`src/rtl/omsp_sm_slot_manager.sv`:
```
// Protected-module slot table: create/destroy command port with a sequential
// one-slot-per-cycle overlap scan, plus current/previous executing ID tracking.
module omsp_sm_slot_manager #(
    parameter int unsigned NB_SLOTS   = 4,
    parameter int unsigned ID_WIDTH   = 16,
    parameter int unsigned ADDR_WIDTH = 16
) (
    input  logic                  mclk,
    input  logic                  puc_rst,
    input  logic [ADDR_WIDTH-1:0] pc,
    input  logic                  handling_irq,
    input  logic [3:0]            irq_num,
    input  logic                  cmd_valid,
    input  logic                  cmd_op,
    input  logic [ADDR_WIDTH-1:0] pub_start,
    input  logic [ADDR_WIDTH-1:0] pub_end,
    input  logic [ADDR_WIDTH-1:0] sec_start,
    input  logic [ADDR_WIDTH-1:0] sec_end,
    output logic                  cmd_ready,
    output logic                  rsp_valid,
    output logic                  rsp_ok,
    output logic [ID_WIDTH-1:0]   rsp_id,
    output logic [NB_SLOTS-1:0]   slots_enabled,
    output logic [ID_WIDTH-1:0]   current_id,
    output logic [ID_WIDTH-1:0]   prev_id,
    output logic                  id_exhausted
);

    localparam int unsigned IdxW = (NB_SLOTS > 1) ? $clog2(NB_SLOTS) : 1;
    localparam logic [IdxW-1:0] LastIdx = IdxW'(NB_SLOTS - 1);
    localparam logic [ID_WIDTH-1:0] IrqIdBase = {{(ID_WIDTH - 4){1'b1}}, 4'b0000};

    typedef enum logic [1:0] {StIdle, StScan, StCommit, StResp} state_e;

    state_e                state_q;
    logic                  rsp_valid_q, rsp_ok_q, exh_q, hit_q;
    logic [ID_WIDTH-1:0]   rsp_id_q, next_id_q, prev_cyc_q, prev_id_q;
    logic [IdxW-1:0]       scan_idx_q, tgt_q;
    logic [NB_SLOTS-1:0]   en_q;
    logic [ADDR_WIDTH-1:0] pub_s_q [NB_SLOTS];
    logic [ADDR_WIDTH-1:0] pub_e_q [NB_SLOTS];
    logic [ADDR_WIDTH-1:0] sec_s_q [NB_SLOTS];
    logic [ADDR_WIDTH-1:0] sec_e_q [NB_SLOTS];
    logic [ID_WIDTH-1:0]   id_q    [NB_SLOTS];
    logic [ADDR_WIDTH-1:0] n_pub_s_q, n_pub_e_q, n_sec_s_q, n_sec_e_q;

    // Half-open overlap; an empty range never overlaps anything.
    function automatic logic overlap(input logic [ADDR_WIDTH-1:0] as, ae, bs, be);
        return (as < ae) && (bs < be) && (as < be) && (bs < ae);
    endfunction

    logic                free_found, dest_found, imm_fail, scan_hit;
    logic [IdxW-1:0]     free_idx, dest_idx;
    logic [ID_WIDTH-1:0] cur_id, next_id_inc;

    always_comb begin
        free_found = 1'b0;
        free_idx   = '0;
        cur_id     = '0;
        for (int i = 0; i < NB_SLOTS; i++) begin
            if (!en_q[i] && !free_found) begin
                free_found = 1'b1;
                free_idx   = IdxW'(i);
            end
            if (en_q[i] && pub_s_q[i] <= pc && pc < pub_e_q[i]) cur_id = id_q[i];
        end
        if (handling_irq) cur_id = {IrqIdBase[ID_WIDTH-1:4], irq_num};
    end

    always_comb begin
        dest_found = 1'b0;
        dest_idx   = '0;
        for (int i = 0; i < NB_SLOTS; i++) begin
            if (en_q[i] && cur_id != '0 && id_q[i] == cur_id) begin
                dest_found = 1'b1;
                dest_idx   = IdxW'(i);
            end
        end
    end

    assign imm_fail = (pub_start >= pub_end) || (sec_start > sec_end) ||
                      overlap(pub_start, pub_end, sec_start, sec_end) || !free_found || exh_q;

    assign scan_hit = en_q[scan_idx_q] &&
        (overlap(n_pub_s_q, n_pub_e_q, pub_s_q[scan_idx_q], pub_e_q[scan_idx_q]) ||
         overlap(n_pub_s_q, n_pub_e_q, sec_s_q[scan_idx_q], sec_e_q[scan_idx_q]) ||
         overlap(n_sec_s_q, n_sec_e_q, pub_s_q[scan_idx_q], pub_e_q[scan_idx_q]) ||
         overlap(n_sec_s_q, n_sec_e_q, sec_s_q[scan_idx_q], sec_e_q[scan_idx_q]));

    assign next_id_inc = next_id_q + ID_WIDTH'(1);

    always_ff @(posedge mclk or posedge puc_rst) begin
        if (puc_rst) begin
            state_q     <= StIdle;
            rsp_valid_q <= 1'b0;
            rsp_ok_q    <= 1'b0;
            rsp_id_q    <= '0;
            en_q        <= '0;
            next_id_q   <= ID_WIDTH'(1);
            exh_q       <= 1'b0;
            hit_q       <= 1'b0;
            scan_idx_q  <= '0;
            tgt_q       <= '0;
            n_pub_s_q   <= '0;
            n_pub_e_q   <= '0;
            n_sec_s_q   <= '0;
            n_sec_e_q   <= '0;
            for (int i = 0; i < NB_SLOTS; i++) begin
                pub_s_q[i] <= '0;
                pub_e_q[i] <= '0;
                sec_s_q[i] <= '0;
                sec_e_q[i] <= '0;
                id_q[i]    <= '0;
            end
        end else begin
            rsp_valid_q <= 1'b0;
            unique case (state_q)
                StIdle: begin
                    if (cmd_valid) begin
                        if (cmd_op) begin
                            state_q     <= StResp;
                            rsp_valid_q <= 1'b1;
                            rsp_ok_q    <= dest_found;
                            rsp_id_q    <= dest_found ? cur_id : '0;
                            if (dest_found) en_q[dest_idx] <= 1'b0;
                        end else if (imm_fail) begin
                            state_q     <= StResp;
                            rsp_valid_q <= 1'b1;
                            rsp_ok_q    <= 1'b0;
                            rsp_id_q    <= '0;
                        end else begin
                            state_q    <= StScan;
                            tgt_q      <= free_idx;
                            scan_idx_q <= '0;
                            hit_q      <= 1'b0;
                            n_pub_s_q  <= pub_start;
                            n_pub_e_q  <= pub_end;
                            n_sec_s_q  <= sec_start;
                            n_sec_e_q  <= sec_end;
                        end
                    end
                end
                StScan: begin
                    hit_q <= hit_q | scan_hit;
                    if (scan_idx_q == LastIdx) state_q <= StCommit;
                    else scan_idx_q <= scan_idx_q + IdxW'(1);
                end
                // Scan failures also pass through here so create latency is fixed.
                StCommit: begin
                    state_q     <= StResp;
                    rsp_valid_q <= 1'b1;
                    if (!hit_q) begin
                        pub_s_q[tgt_q] <= n_pub_s_q;
                        pub_e_q[tgt_q] <= n_pub_e_q;
                        sec_s_q[tgt_q] <= n_sec_s_q;
                        sec_e_q[tgt_q] <= n_sec_e_q;
                        id_q[tgt_q]    <= next_id_q;
                        en_q[tgt_q]    <= 1'b1;
                        next_id_q      <= next_id_inc;
                        if (next_id_inc == IrqIdBase) exh_q <= 1'b1;
                        rsp_ok_q       <= 1'b1;
                        rsp_id_q       <= next_id_q;
                    end else begin
                        rsp_ok_q <= 1'b0;
                        rsp_id_q <= '0;
                    end
                end
                StResp:  state_q <= StIdle;
                default: state_q <= StIdle;
            endcase
        end
    end

    always_ff @(posedge mclk or posedge puc_rst) begin
        if (puc_rst) begin
            prev_cyc_q <= '0;
            prev_id_q  <= '0;
        end else begin
            prev_cyc_q <= cur_id;
            if (prev_cyc_q != cur_id) prev_id_q <= prev_cyc_q;
        end
    end

    assign cmd_ready     = (state_q == StIdle);
    assign rsp_valid     = rsp_valid_q;
    assign rsp_ok        = rsp_ok_q;
    assign rsp_id        = rsp_id_q;
    assign slots_enabled = en_q;
    assign current_id    = cur_id;
    assign prev_id       = prev_id_q;
    assign id_exhausted  = exh_q;

endmodule
```
`config.mk`:
```
export PLATFORM = sky130hd
export DESIGN_NAME = omsp_sm_slot_manager
export DESIGN_NICKNAME = d
export VERILOG_FILES = /design/src/rtl/omsp_sm_slot_manager.sv
export SDC_FILE = /design/constraint.sdc
export NUM_CORES = 2
export LEC_CHECK = 0
export ABC_AREA = 0
export BUFFER_PORTS_ARGS = -buffer_cell sky130_fd_sc_hd__buf_2
export CAP_MARGIN = 10
export CELL_PAD_IN_SITES_DETAIL_PLACEMENT = 1
export CELL_PAD_IN_SITES_GLOBAL_PLACEMENT = 1
export CORE_UTILIZATION = 37
export DETAILED_ROUTE_END_ITERATION = 10
export GPL_TIMING_DRIVEN = 0
export PLACE_DENSITY = 0.69
export SYNTH_ARGS = -nofsm -noshare
export SYNTH_HDL_FRONTEND = slang
export SYNTH_SLANG_ARGS = --single-unit
```
`constraint.sdc`:
```
create_clock -name mclk -period 18 [get_ports mclk]
set_clock_uncertainty 0.1 [all_clocks]
set_input_delay 0.9 -clock mclk [delete_from_list [all_inputs] [get_ports mclk]]
set_output_delay 0.9 -clock mclk [all_outputs]
set_load 0.02 [all_outputs]
```
==> metrics <==
Cell Pwr Density=110 nW/µm²; final period utilization=40.6%; setup ws final=10700 ps; setup TNS=0 ps; Placed Cells=4097; Synth cell types=96; worst-margin pin slew=1430 ps; CP Capture Type=register; CTS root buffer=clkbuf_16; Critical Path AT=7750 ps; GRT Resource Usage Total=29.3%; MaxCap Viol Count=0; GR Overflow Total=0; DPL Wire Length=94900 µm; Synth async-reset ratio=100%; top_reg_cell synth=dfrtp_1; synth top area cells=dfrtp_1 (38%), ha_1 (15%), mux2_2 (9.8%); wire per inst=28.9 µm; Worst EP required=18440 ps; CTS tree=done; critical path class=in -> reg; Post-synth EDFFs=0; Critical Path Fanout Max=10; reg-to-reg startpoint=pub_s_q[14]; register bit total from synthesis=462; IO Port Bufs=143; IO Pins=145; Hold WC Path Type=in -> async; FMAX=137 MHz; clk_lat worst skew=650 ps; Final #Nets=3553; largest net degree at the start of global routing=129; count leader, synth=dfrtp_1; number of routed nets with antenna violations=0; htree depth=2; Rows=104; Power Total=3.80 mW; Syn Nets=3346; Non-Filler Instances=4200; sequential fraction of the synthesis area=38.1%; VDD IR-drop max=0.0000725 V; synth-to-layout area growth=13.6%; Cell Area, Synth=30300 µm²; worst reg2reg setup slack=10850 ps; Setup WS pre-CTS=10350 ps; Lkg Pwr=15.9 nW; Final Hold Fails=0; Placed Area=32600 µm²; core area=80800 µm²; worst-case reg-to-reg path depth=16; Max Slew Vio Count=0; Clock Sinks=462; Initial Util=37.6%; Max Root-Sink Buffers=3; clock-pin slew on the worst setup and hold paths=70 ps; via count=25400; vias per cell=6.06; final instance area=34500 µm²; final WL=121000 µm; run status=complete, but fails checks; Synth top cells by count=dfrtp_1 (461), ha_1 (372), mux2_2 (264); Synth top area share=38.0%; Die ar.=83200 µm²; Period minus WS final=7300 ps; violated checks=design-rule violations; Die W=288 µm; reg2reg end=rsp_id[11]; share of cells above drive strength 1=19.6%; unrepaired setup endpoints after global routing=no; initial antenna violation count=6; Resize count post-CTS=0; final hold slack=356 ps; Yosys warning total=0; Post-CTS Setup Inserts=0; CP startpoint=pc[14]; vias in the first global route=26900; Setup-failing EPs final=0; drt first pass iters=10; first-pass GRT wire length=180000 µm; Util after Layout=42.7%; Syn Inst Count=2885; # DRC=12; clock buffer count from CTS=53; Worst Setup Start Kind=input port; Initial DRC Count=1945; Die Y=288 µm; CP endpoint=rsp_id[11]; hold_buf cts=0; Yosys top cell by area=dfrtp_1; GPL Wtd Cong=1.01; Slew HR=4.35%; Avg Cell Area, Syn=10.5 µm²
placed cells by master, fill, tap and decap left out, types with 30 or more instances in the layout:
cell type	n
inv_1	239
nand2_1	252
buf_2	151
nand4_1	84
nor3_1	32
ha_1	372
buf_1	30
clkbuf_1	95
mux2_2	264
o21ai_0	212
nor2b_1	30
nand3_1	43
a21oi_1	111
mux4_2	65
nor2_1	69
a21o_1	75
dfrtp_1	461
clkbuf_16	53
critical path, stage by stage:
cell and delay [ps]:
buf_2 160, inv_1 130, ha_1 360, nand4_1 280
nor4_1 560, a21boi_0 530, o31ai_1 350, nand3_1 400
buf_2 380, clkbuf_1 570, o221ai_1 260, a2111o_1 310
a2111oi_0 770, nand4_1 650, o31ai_2 440, o31ai_4 260
buf_6 220, o221ai_1 180
worst min path at each step:
stage                start           to  depth (start not counted)
5_1_grt            puc_rst     id_q[18]                          3
4_1_cts            puc_rst  pub_s_q[49]                          3
3_5_place_dp    rsp_id[10]   rsp_id[10]                          2
6_report           puc_rst     id_q[20]                          3
2_1_floorplan  sec_e_q[10]  sec_e_q[10]                          2
3_3_place_gp    sec_e_q[4]   sec_e_q[4]                          2
kinds of logic (layout without fill, tap and decap cells):
| group | Yosys count | after routing | synth area share, % |
|---|---|---|---|
| adder cells (fa/ha/maj) | 372 | 372 | 15.3 |
| flip-flops | 462 | 462 | 38.1 |
| buffers and inverters | 364 | 613 | 4.58 |
| multiplexers | 339 | 339 | 15.0 |
| AND/OR/NAND/NOR | 616 | 616 | 10.0 |
| other | 0 | 6 | 0 |
| AO/OA/AOI/OAI | 680 | 680 | 15.5 |
| XOR/XNOR | 52 | 52 | 1.50 |
metal layers:
metal  track usage, %  up-vias  routed length [µm]
met5                0        -                  20
met4             15.3        2                7030
met3             4.61      264                7340
met2             48.4      915               57200
met1             37.0    13100               49800
li1                 -    11100                   -
state kept, by name, summed over array words and instances, names as in the netlist, 4 cells and up:
signal	count
id_q	64
pub_e_q	64
pub_s_q	64
sec_e_q	64
sec_s_q	64
n_pub_e_q	16
n_pub_s_q	16
n_sec_e_q	16
n_sec_s_q	16
next_id_q	16
prev_cyc_q	16
prev_id	16
rsp_id	16
slots_enabled	4
report_power, final:
group	switching [mW]	internal, mW
registers	0.128	1.13
logic	0.860	0.520
clock network	0.485	0.683
total	1.47	2.33
layout make-up:
class / instances / area, µm²
clock buffers: 77 / 1540
well taps: 1060 / 1330
clock inverters: 20 / 323
diodes: 6 / 15.0
inverters: 240 / 908
multi-input cells: 2059 / 17400
fillers: 8949 / 46300
repair buffers: 152 / 913
flip-flops and latches: 462 / 11600
plain buffers: 124 / 490
(Power assumes the default switching activity.)
